**src/rtl/bb_pkg.sv**
```systemverilog
// Shared definitions for the Blackbone bus arbiter: FSM state encoding.
package bb_pkg;

    localparam logic [1:0] ST_IDLE = 2'd0;
    localparam logic [1:0] ST_BUSY = 2'd1;
    localparam logic [1:0] ST_HELD = 2'd2;

    typedef enum logic [1:0] {
        IDLE = ST_IDLE,
        BUSY = ST_BUSY,
        HELD = ST_HELD
    } bb_state_e;

endpackage

```
**src/rtl/bb_arb_ctrl_if.sv**
```systemverilog
// Request/grant bundle between the Blackbone masters and the arbiter.
interface bb_arb_ctrl_if #(
    parameter int MASTERS = 4
);
    localparam int IW = $clog2(MASTERS);

    logic [MASTERS-1:0] m_en_i;
    logic               bus_hold_i;
    logic               bus_hold_ack_o;
    logic [MASTERS-1:0] grant_o;
    logic [IW-1:0]      grant_idx_o;
    logic               grant_vld_o;
    logic               err_o;
    logic [IW-1:0]      err_master_o;

    modport master (
        output m_en_i, bus_hold_i,
        input  bus_hold_ack_o, grant_o, grant_idx_o, grant_vld_o, err_o, err_master_o
    );

    modport slave (
        input  m_en_i, bus_hold_i,
        output bus_hold_ack_o, grant_o, grant_idx_o, grant_vld_o, err_o, err_master_o
    );

endinterface

```
**src/rtl/bb_rr_pick.sv**
```systemverilog
// Combinational round-robin search: first candidate after ptr, wrapping modulo N.
module bb_rr_pick #(
    parameter int N  = 4,
    parameter int IW = $clog2(N)
) (
    input  logic [N-1:0]  req,
    input  logic [IW-1:0] ptr,
    input  logic [N-1:0]  excl,
    output logic [N-1:0]  onehot,
    output logic [IW-1:0] idx,
    output logic          found
);

    logic [N-1:0]  cand;
    logic [IW-1:0] pos;

    assign cand = req & ~excl;

    always_comb begin
        onehot = '0;
        idx    = '0;
        found  = 1'b0;
        pos    = '0;
        for (int k = 1; k <= N; k++) begin
            pos = IW'((int'(ptr) + k) % N);
            if (!found && cand[pos]) begin
                found       = 1'b1;
                idx         = pos;
                onehot[pos] = 1'b1;
            end
        end
    end

endmodule

```
**src/rtl/bb_arb_ctrl.sv**
```systemverilog
// Round-robin Blackbone arbiter with quantum preemption, watchdog and bus parking.
//   state | meaning
//   IDLE  | no grant, ack=0
//   BUSY  | one master granted, ack=0
//   HELD  | bus parked for bus_hold_i, no grant, ack=1
module bb_arb_ctrl
    import bb_pkg::*;
#(
    parameter int MASTERS = 4,
    parameter int QUANTUM = 8,
    parameter int TIMEOUT = 255
) (
    input  logic          clk_i,
    input  logic          rst_ni,
    bb_arb_ctrl_if.slave  bus
);

    localparam int IW = $clog2(MASTERS);
    localparam int QW = $clog2(QUANTUM + 1);
    localparam int WW = $clog2(TIMEOUT + 1);
    localparam logic [QW-1:0] Q_MAX = QW'(QUANTUM);
    localparam logic [WW-1:0] W_MAX = WW'(TIMEOUT);

    bb_state_e          state_q, state_d;
    logic [MASTERS-1:0] grant_q, grant_d;
    logic [IW-1:0]      idx_q, idx_d;
    logic [IW-1:0]      ptr_q, ptr_d;
    logic [QW-1:0]      q_cnt_q, q_cnt_d;
    logic [WW-1:0]      w_cnt_q, w_cnt_d;
    logic [MASTERS-1:0] blocked_q, blocked_d;
    logic               err_q, err_d;
    logic [IW-1:0]      err_master_q, err_master_d;

    logic [MASTERS-1:0] elig;
    logic [MASTERS-1:0] pick_oh;
    logic [IW-1:0]      pick_idx;
    logic               pick_found;
    logic               cur_en, wd_exp, q_exp;
    logic               go_next, new_grant;

    assign elig   = bus.m_en_i & ~blocked_q;
    assign cur_en = |(bus.m_en_i & grant_q);
    assign wd_exp = (state_q == BUSY) && cur_en && (w_cnt_q == W_MAX);
    assign q_exp  = (state_q == BUSY) && cur_en && (q_cnt_q == Q_MAX) && pick_found;

    // grant_q is zero outside BUSY, so excluding it only matters when rotating away
    bb_rr_pick #(.N(MASTERS), .IW(IW)) u_pick (
        .req    (elig),
        .ptr    (ptr_q),
        .excl   (grant_q),
        .onehot (pick_oh),
        .idx    (pick_idx),
        .found  (pick_found)
    );

    always_comb begin
        state_d      = state_q;
        grant_d      = grant_q;
        idx_d        = idx_q;
        ptr_d        = ptr_q;
        q_cnt_d      = q_cnt_q;
        w_cnt_d      = w_cnt_q;
        err_d        = 1'b0;
        err_master_d = err_master_q;
        blocked_d    = blocked_q & bus.m_en_i;
        go_next      = 1'b0;
        new_grant    = 1'b0;

        case (state_q)
            IDLE: begin
                if (bus.bus_hold_i)  state_d = HELD;
                else if (pick_found) new_grant = 1'b1;
            end
            BUSY: begin
                if (wd_exp) begin
                    err_d        = 1'b1;
                    err_master_d = idx_q;
                    blocked_d    = blocked_d | grant_q;
                end
                if (!cur_en || wd_exp || q_exp) begin
                    go_next = 1'b1;
                end else begin
                    q_cnt_d = (q_cnt_q == Q_MAX) ? q_cnt_q : q_cnt_q + 1'b1;
                    w_cnt_d = (w_cnt_q == W_MAX) ? w_cnt_q : w_cnt_q + 1'b1;
                end
            end
            HELD: begin
                if (!bus.bus_hold_i) state_d = IDLE;
            end
            default: state_d = IDLE;
        endcase

        if (go_next) begin
            if (bus.bus_hold_i) begin
                state_d = HELD;
                grant_d = '0;
            end else if (pick_found) begin
                new_grant = 1'b1;
            end else begin
                state_d = IDLE;
                grant_d = '0;
            end
        end

        if (new_grant) begin
            state_d = BUSY;
            grant_d = pick_oh;
            idx_d   = pick_idx;
            ptr_d   = pick_idx;
            q_cnt_d = QW'(1);
            w_cnt_d = WW'(1);
        end
    end

    always_ff @(posedge clk_i) begin
        if (!rst_ni) begin
            state_q      <= IDLE;
            grant_q      <= '0;
            idx_q        <= '0;
            ptr_q        <= IW'(MASTERS - 1);
            q_cnt_q      <= '0;
            w_cnt_q      <= '0;
            blocked_q    <= '0;
            err_q        <= 1'b0;
            err_master_q <= '0;
        end else begin
            state_q      <= state_d;
            grant_q      <= grant_d;
            idx_q        <= idx_d;
            ptr_q        <= ptr_d;
            q_cnt_q      <= q_cnt_d;
            w_cnt_q      <= w_cnt_d;
            blocked_q    <= blocked_d;
            err_q        <= err_d;
            err_master_q <= err_master_d;
        end
    end

    assign bus.grant_o        = grant_q;
    assign bus.grant_idx_o    = idx_q;
    assign bus.grant_vld_o    = |grant_q;
    assign bus.bus_hold_ack_o = (state_q == HELD);
    assign bus.err_o          = err_q;
    assign bus.err_master_o   = err_master_q;

endmodule

```
**src/flat_wrapper.sv**
```systemverilog
// flat-port wrapper written by rule: the top's interface ports become plain ports
module bb_arb_ctrl_flat import bb_pkg::*;
#(
    parameter int MASTERS = 4,
    parameter int QUANTUM = 8,
    parameter int TIMEOUT = 255
)
  (clk_i, rst_ni, bus_m_en_i, bus_bus_hold_i, bus_bus_hold_ack_o, bus_grant_o, bus_grant_idx_o, bus_grant_vld_o, bus_err_o, bus_err_master_o);
  bb_arb_ctrl_if #(.MASTERS(MASTERS)) bus_i ();
  input  logic clk_i;
  input  logic rst_ni;
  input wire logic [$bits(bus_i.m_en_i)-1:0] bus_m_en_i;
  input wire logic [$bits(bus_i.bus_hold_i)-1:0] bus_bus_hold_i;
  output wire logic [$bits(bus_i.bus_hold_ack_o)-1:0] bus_bus_hold_ack_o;
  output wire logic [$bits(bus_i.grant_o)-1:0] bus_grant_o;
  output wire logic [$bits(bus_i.grant_idx_o)-1:0] bus_grant_idx_o;
  output wire logic [$bits(bus_i.grant_vld_o)-1:0] bus_grant_vld_o;
  output wire logic [$bits(bus_i.err_o)-1:0] bus_err_o;
  output wire logic [$bits(bus_i.err_master_o)-1:0] bus_err_master_o;
  assign bus_i.m_en_i = bus_m_en_i;
  assign bus_i.bus_hold_i = bus_bus_hold_i;
  assign bus_bus_hold_ack_o = bus_i.bus_hold_ack_o;
  assign bus_grant_o = bus_i.grant_o;
  assign bus_grant_idx_o = bus_i.grant_idx_o;
  assign bus_grant_vld_o = bus_i.grant_vld_o;
  assign bus_err_o = bus_i.err_o;
  assign bus_err_master_o = bus_i.err_master_o;
  bb_arb_ctrl #(.MASTERS(MASTERS), .QUANTUM(QUANTUM), .TIMEOUT(TIMEOUT)) u_core (.clk_i(clk_i), .rst_ni(rst_ni), .bus(bus_i));
endmodule
```
**config.mk**
```make
export PLATFORM = sky130hd
export DESIGN_NAME = bb_arb_ctrl_flat
export DESIGN_NICKNAME = d
export VERILOG_FILES = /design/src/rtl/bb_pkg.sv /design/src/rtl/bb_arb_ctrl_if.sv /design/src/rtl/bb_rr_pick.sv /design/src/rtl/bb_arb_ctrl.sv /design/src/flat_wrapper.sv
export SDC_FILE = /design/constraint.sdc
export NUM_CORES = 1
export LEC_CHECK = 0
export CORE_UTILIZATION = 61
export DETAILED_ROUTE_END_ITERATION = 12
export GPL_ROUTABILITY_DRIVEN = 0
export MAX_ROUTING_LAYER = met4
export PLACE_DENSITY = 0.84
export SLEW_MARGIN = 30
export SYNTH_ARGS = -nofsm -noshare
export SYNTH_HDL_FRONTEND = slang
export SYNTH_SLANG_ARGS = --single-unit
```
**constraint.sdc**
```tcl
create_clock -name clk_i -period 4.45 [get_ports clk_i]
set_input_delay 1.1125 -clock clk_i [delete_from_list [all_inputs] [get_ports clk_i]]
set_output_delay 1.1125 -clock clk_i [all_outputs]
set_load 0.05 [all_outputs]
```
Yosys cells after proc, flatten, opt, wreduce, memory -nomap -nowiden
Index checks and enable logic that the tools add are counted.
Widths: inputs -> output; s select.
{"block": "totals", "register_bits": 29, "word_cells": 136}
{"block": "classes", "add_sub_neg": 6, "magnitude_cmp": 8, "eq_ne": 8, "muxes": 58, "bitwise_logic": 14, "reduce_logical": 30}
{"op": "$mux 4", "count": 10}
{"op": "$mux 1", "count": 30}
{"op": "$mux 2", "count": 9}
{"op": "$and 4x4->4", "count": 4}
{"op": "$or 4x4->4", "count": 4}
{"op": "$lt 2x3->1 const B", "count": 4}
{"op": "$reduce_and 3->1", "count": 4}
{"op": "$logic_and 1x1->1", "count": 11}
{"op": "$add 8x1->8 const B", "count": 1}
{"op": "$bmux 1 s2", "count": 4}
{"op": "$demux 1 s2", "count": 4}
{"op": "$eq 8x8->1 const B", "count": 1}
{"op": "$ge 2x1->1 const B", "count": 4}
{"op": "$not 4->4", "count": 2}
{"op": "$reduce_or 4->1", "count": 2}
{"op": "$ne 2x1->1 const B", "count": 3}
{"op": "$pmux 2 s3", "count": 1}
{"op": "$reduce_and 2->1", "count": 3}
{"op": "$add 2x1->2 const B", "count": 2}
{"op": "$add 2x2->2 const B", "count": 2}
{"op": "$add 4x1->4 const B", "count": 1}
{"op": "$eq 4x4->1 const B", "count": 1}
{"op": "$logic_not 1->1", "count": 4}
{"op": "$not 1->1", "count": 4}
{"op": "other kinds (7)", "count": 9}

Depth between registers and ports, before layout
{"block": "depth", "depth_word": 23, "ltp_mapped": 10}

By module
A second synthesis with hierarchy kept.
{"block": "unflattened", "hier_cells": 201, "area_unflattened_um2": 1848.0}
{"module": "bb_arb_ctrl", "n_inst": 1, "cells_each": 147, "area_each_um2": 1408.9, "seq_area_each_um2": 580.6}
{"module": "bb_rr_pick", "n_inst": 1, "cells_each": 54, "area_each_um2": 439.2, "seq_area_each_um2": 0.0}

Worst setup path after synthesis
OpenSTA, ideal clock, no wires.
{"block": "synth_timing", "kind": "register -> register", "start": "reg u_core.ptr_q[1]", "end": "reg u_core.grant_q[2], in the netlist u_core.bus.grant_o[2]", "arrival_ns": 2.615, "t_required_ns": 4.387, "setup_slack_ns": 1.772, "path_stages_with_launch": 11, "n_path_buf": 2, "period_less_slack_ns": 2.678, "cell_sequence": "dfxtp_1 > clkbuf_1 > inv_1 > ha_1 > buf_2 > or4b_1 > a21oi_2 > o21ai_0 > o2111a_1 > o2bb2ai_1 > a32o_1"}
{"block": "synth_via", "elab_chain_cells": 21}
{"item": "start: declaration", "line": "bb_arb_ctrl.sv:27", "text": "logic [IW-1:0] ptr_q, ptr_d;"}
{"item": "start signal: assignment", "line": "bb_arb_ctrl.sv:120", "text": "ptr_q <= IW'(MASTERS - 1);"}
{"item": "start signal: assignment", "line": "bb_arb_ctrl.sv:130", "text": "ptr_q <= ptr_d;"}
{"item": "$add 2x1->2", "line": "bb_rr_pick.sv:25", "text": "pos = IW'((int'(ptr) + k) % N);"}
{"item": "$bmux 1 s2", "line": "bb_rr_pick.sv:26", "text": "if (!found && cand[pos]) begin"}
{"item": "$mux 1 (implied by the code)", "line": "bb_rr_pick.sv:26"}
{"item": "$mux 1", "line": "bb_rr_pick.sv:26"}
{"item": "$logic_not 1->1", "line": "bb_rr_pick.sv:26"}
{"item": "$logic_and 1x1->1", "line": "bb_rr_pick.sv:26"}
{"item": "$mux 1", "line": "bb_rr_pick.sv:26"}
{"item": "$logic_not 1->1", "line": "bb_rr_pick.sv:26"}
{"item": "[... 5 more ...]"}
{"item": "$mux 1", "line": "bb_arb_ctrl.sv:72", "text": "else if (pick_found) new_grant = 1'b1;"}
{"item": "$mux 1", "line": "bb_arb_ctrl.sv:71", "text": "if (bus.bus_hold_i) state_d = HELD;"}
{"item": "$mux 1", "line": "bb_arb_ctrl.sv:69", "text": "case (state_q)"}
{"item": "$mux 1", "line": "bb_arb_ctrl.sv:97", "text": "end else if (pick_found) begin"}
{"item": "$mux 1", "line": "bb_arb_ctrl.sv:94", "text": "if (bus.bus_hold_i) begin"}
{"item": "$mux 1", "line": "bb_arb_ctrl.sv:93", "text": "if (go_next) begin"}
{"item": "$ne 3x3->1 (no line) / $reduce_bool 2->1 (equally long branches)"}
{"item": "$reduce_and 2->1 (no line)"}
{"item": "end signal: assignment", "line": "bb_arb_ctrl.sv:128", "text": "grant_q <= grant_d;"}
{"item": "end: declaration", "line": "bb_arb_ctrl.sv:25", "text": "logic [MASTERS-1:0] grant_q, grant_d;"}
Parallel ways exist; a longest one is shown, timed or not. The select of a mux whose other input is x is not followed.
A chain may end at the register's enable or synchronous reset.

Final worst setup path
Same ends and word-level chain as after synthesis.

==> metrics.txt <==
outcome finished, violations left; failing checks design-rule violations; Clock Sinks 29; drt pass-1 iters 11; Die ar. roughly 0.0033 mm²; I/O pins 18; CORE AREA approximately 0.0029 mm²; Pleak a little under 0.8 nW; sequential share of the synthesized area 0.305; Die Y 57.9 µm; # diodes 0; Arr. time, crit path 3.45 ns; GRT overflow 0; DRC violation count after routing 1; Finished Cell Area 0.00216 mm²; global-route wire length before repair 7.47 mm; Routed WL roughly 4.6 mm; met3 WL 346 µm; final setup TNS 0 ns; Worst-path clk slew 0.09 ns; max cap viols 0; PD cells 390 mW/mm²; Yosys reg bits 29; syn avg cell area 8.85 µm²; Synth Cell Area 0.00190 mm²; Worst Path Max Fanout 16; headroom to the max-slew limit 0.536; Nets about 250; critical path's top delay family compound AO/OA/AOI/OAI gates; # setup viols final 0; Post-synth top flop dfxtp_1; port bufs 17; Hold Path Origin u_core.bus.grant_idx_o[0]; std cell rows 19; CTS resizes 0; Clock Path Buffers 2; H-tree levels 2; RR Startpoint u_core.ptr_q[1]; Final min period 3.16 ns; routed wl met2 roughly 2.2 mm; CTS tree built; Layout fillers 209; Clk Latency, worst-skew pair 0.35 ns; delay of the slowest critical-path stage 0.74 ns; Post-synth EDFFs 0; Syn. warnings 0; wire per inst 17.6 µm; DR iter-0 viols 181; FF-to-FF End u_core.bus.grant_o[2]; via count 1823; post-route clock skew between 0.008 and 0.009 ns; Tot GR Track Use 0.300; largest net degree at the start of global routing 17; highest routed layer met4; worst setup path class flop to flop; number of buffers and inverters on the critical path 1; TritonCTS buffer count 5; Placed Area 0.00207 mm²; nature of the critical path endpoint flop; max-slew violation count 0; via density per instance 6.93; Least-Margin Pin Slew 0.686 ns; CP max-delay cell dfxtp_1; hold buffers post-CTS 0; Starting Density 0.667; number of post-CTS setup repair buffers 0; DRT antenna net count 0; Critical Path Source Type flop; cells on worst reg2reg path 8; critical path cell sequence inv_1, ha_1, or4bb_1, a21oi_2, o21ai_0, o2111a_1, o2bb2ai_1, a32o_1; Clock Root Buffer clkbuf_4; Req. time, crit path around 4.7 ns; peak supply drop 234 µV; Critical Path Start u_core.ptr_q[1]; Tot Pwr 0.842 mW; WL met1 about 2.0 mm; Yosys cell types 56; post-synthesis async set-or-reset flop share 0; Highest Clock Rate between 0.3 and 0.4 GHz; Post-Syn Instances ~220; syn_nets 233; Worst Hold Path Cells 2; Die Width 57.9 µm; hold endpoint u_core.bus.grant_idx_o[0]; r2r setup slk 1.29 ns; area delta synth->final 13.5%; final hold violations 0; layout cells sized above 1 0.0905; worst hold path class flop to flop; Final Cycle Share 0.711; DP Wirelength around 3.2 mm; RSZ-0062 raised after global routing false; vias in the first global route 1729; initial antenna violation count 0
-- cells by family (layout without fill, tap and decap cells) --
logic type	after synthesis	count (layout)	share of synthesized area
compound gates	56	56	0.235
xor+xnor	9	9	0.0414
fa+ha+maj	11	11	0.0723
buf+inv	13	30	0.0309
flops	29	29	0.305
mux	6	6	0.0381
simple gates	91	91	0.277
-- synth_stat cells, types with 5 or more instances --
cell / instances / area, µm²
dfxtp_1: 29 / 581
nor2_1: 24 / 90.1
nand2_1: 19 / 71.3
ha_1: 11 / 138
a21oi_1: 10 / 50.1
nand3_1: 10 / 50.1
o21ai_0: 7 / 35.0
a22oi_1: 6 / 45.0
xor2_1: 6 / 52.6
clkbuf_1: 5 / 18.8
mux2i_1: 5 / 50.1
nor3_1: 5 / 25.0
-- how the worst max path moves through the flow --
stage                                 end  depth (start not counted)  slack [ns]
floorplan           u_core.bus.grant_o[2]                         10        1.77
global placement    u_core.bus.grant_o[3]                          7        1.24
detailed placement  u_core.bus.grant_o[3]                          6        1.17
CTS                       bus_grant_vld_o                          2        1.29
global route        u_core.bus.grant_o[0]                          8        1.17
finish              u_core.bus.grant_o[2]                          8        1.29
-- stage by stage --
stage	cells	util	setup slack, ns	hold WS, ns
floorplan	215	-	1.77	0.466
global placement	255	0.726	1.24	0.460
detailed placement	255	0.726	1.17	0.462
CTS	263	0.757	1.29	0.490
global route	263	0.757	1.17	0.514
finish	263	0.757	1.29	0.485
-- layout by cell type, fill, tap and decap left out, types with 5 or more instances in the layout --
cell / count
dfxtp_1: 29
nor3_1: 5
a21oi_1: 10
mux2i_1: 5
nand2_1: 19
a22oi_1: 6
o21ai_0: 7
ha_1: 11
nor2_1: 24
nand3_1: 10
clkdlybuf4s50_1: 17
clkbuf_4: 5
xor2_1: 6
-- power by group --
group	total (mW)	leakage, nW	switching (mW)	internal (mW)
Sequential	0.308	0.236	0.0336	0.274
Clock	0.236	0.0445	0.103	0.133
Combinational	0.299	0.494	0.184	0.115
Total	0.842	0.774	0.320	0.522
-- sequential cells by signal, indices dropped and copies added (netlist names) --
register	count
u_core.blocked_q	4
u_core.bus.err_master_o	2
u_core.q_cnt_q	4
u_core.ptr_q	2
u_core.bus.err_o	1
u_core.bus.grant_o	4
u_core.state_q	2
u_core.w_cnt_q	8
u_core.bus.grant_idx_o	2
-- worst register-to-register path: stages, from the launching register on --
cell	delay [ns]
dfxtp_1	0.74
inv_1	0.34
ha_1	0.57
or4bb_1	0.47
a21oi_2	0.24
o21ai_0	0.15
o2111a_1	0.25
o2bb2ai_1	0.18
a32o_1	0.17
-- cell type report --
type                            instances  area [µm²]  area share
Clock buffer                            6        51.3      0.0237
Clock inverter                          2        37.5      0.0174
Timing Repair Buffer                   17         170      0.0787
Multi-Input combinational cell        173        1260       0.585
Tap cell                               31        38.8      0.0180
Sequential cell                        29         581       0.269
Inverter                                5        18.8     0.00869
-- per-layer routing --
| layer | up-vias | global-route usage |
|---|---|---|
| li1 | 840 | - |
| met1 | 858 | 0.350 |
| met2 | 108 | 0.475 |
| met3 | 17 | 0.0737 |
| met4 | 0 | 0.160 |
| met5 | - | - |
Power figures use the tool's default switching activity.
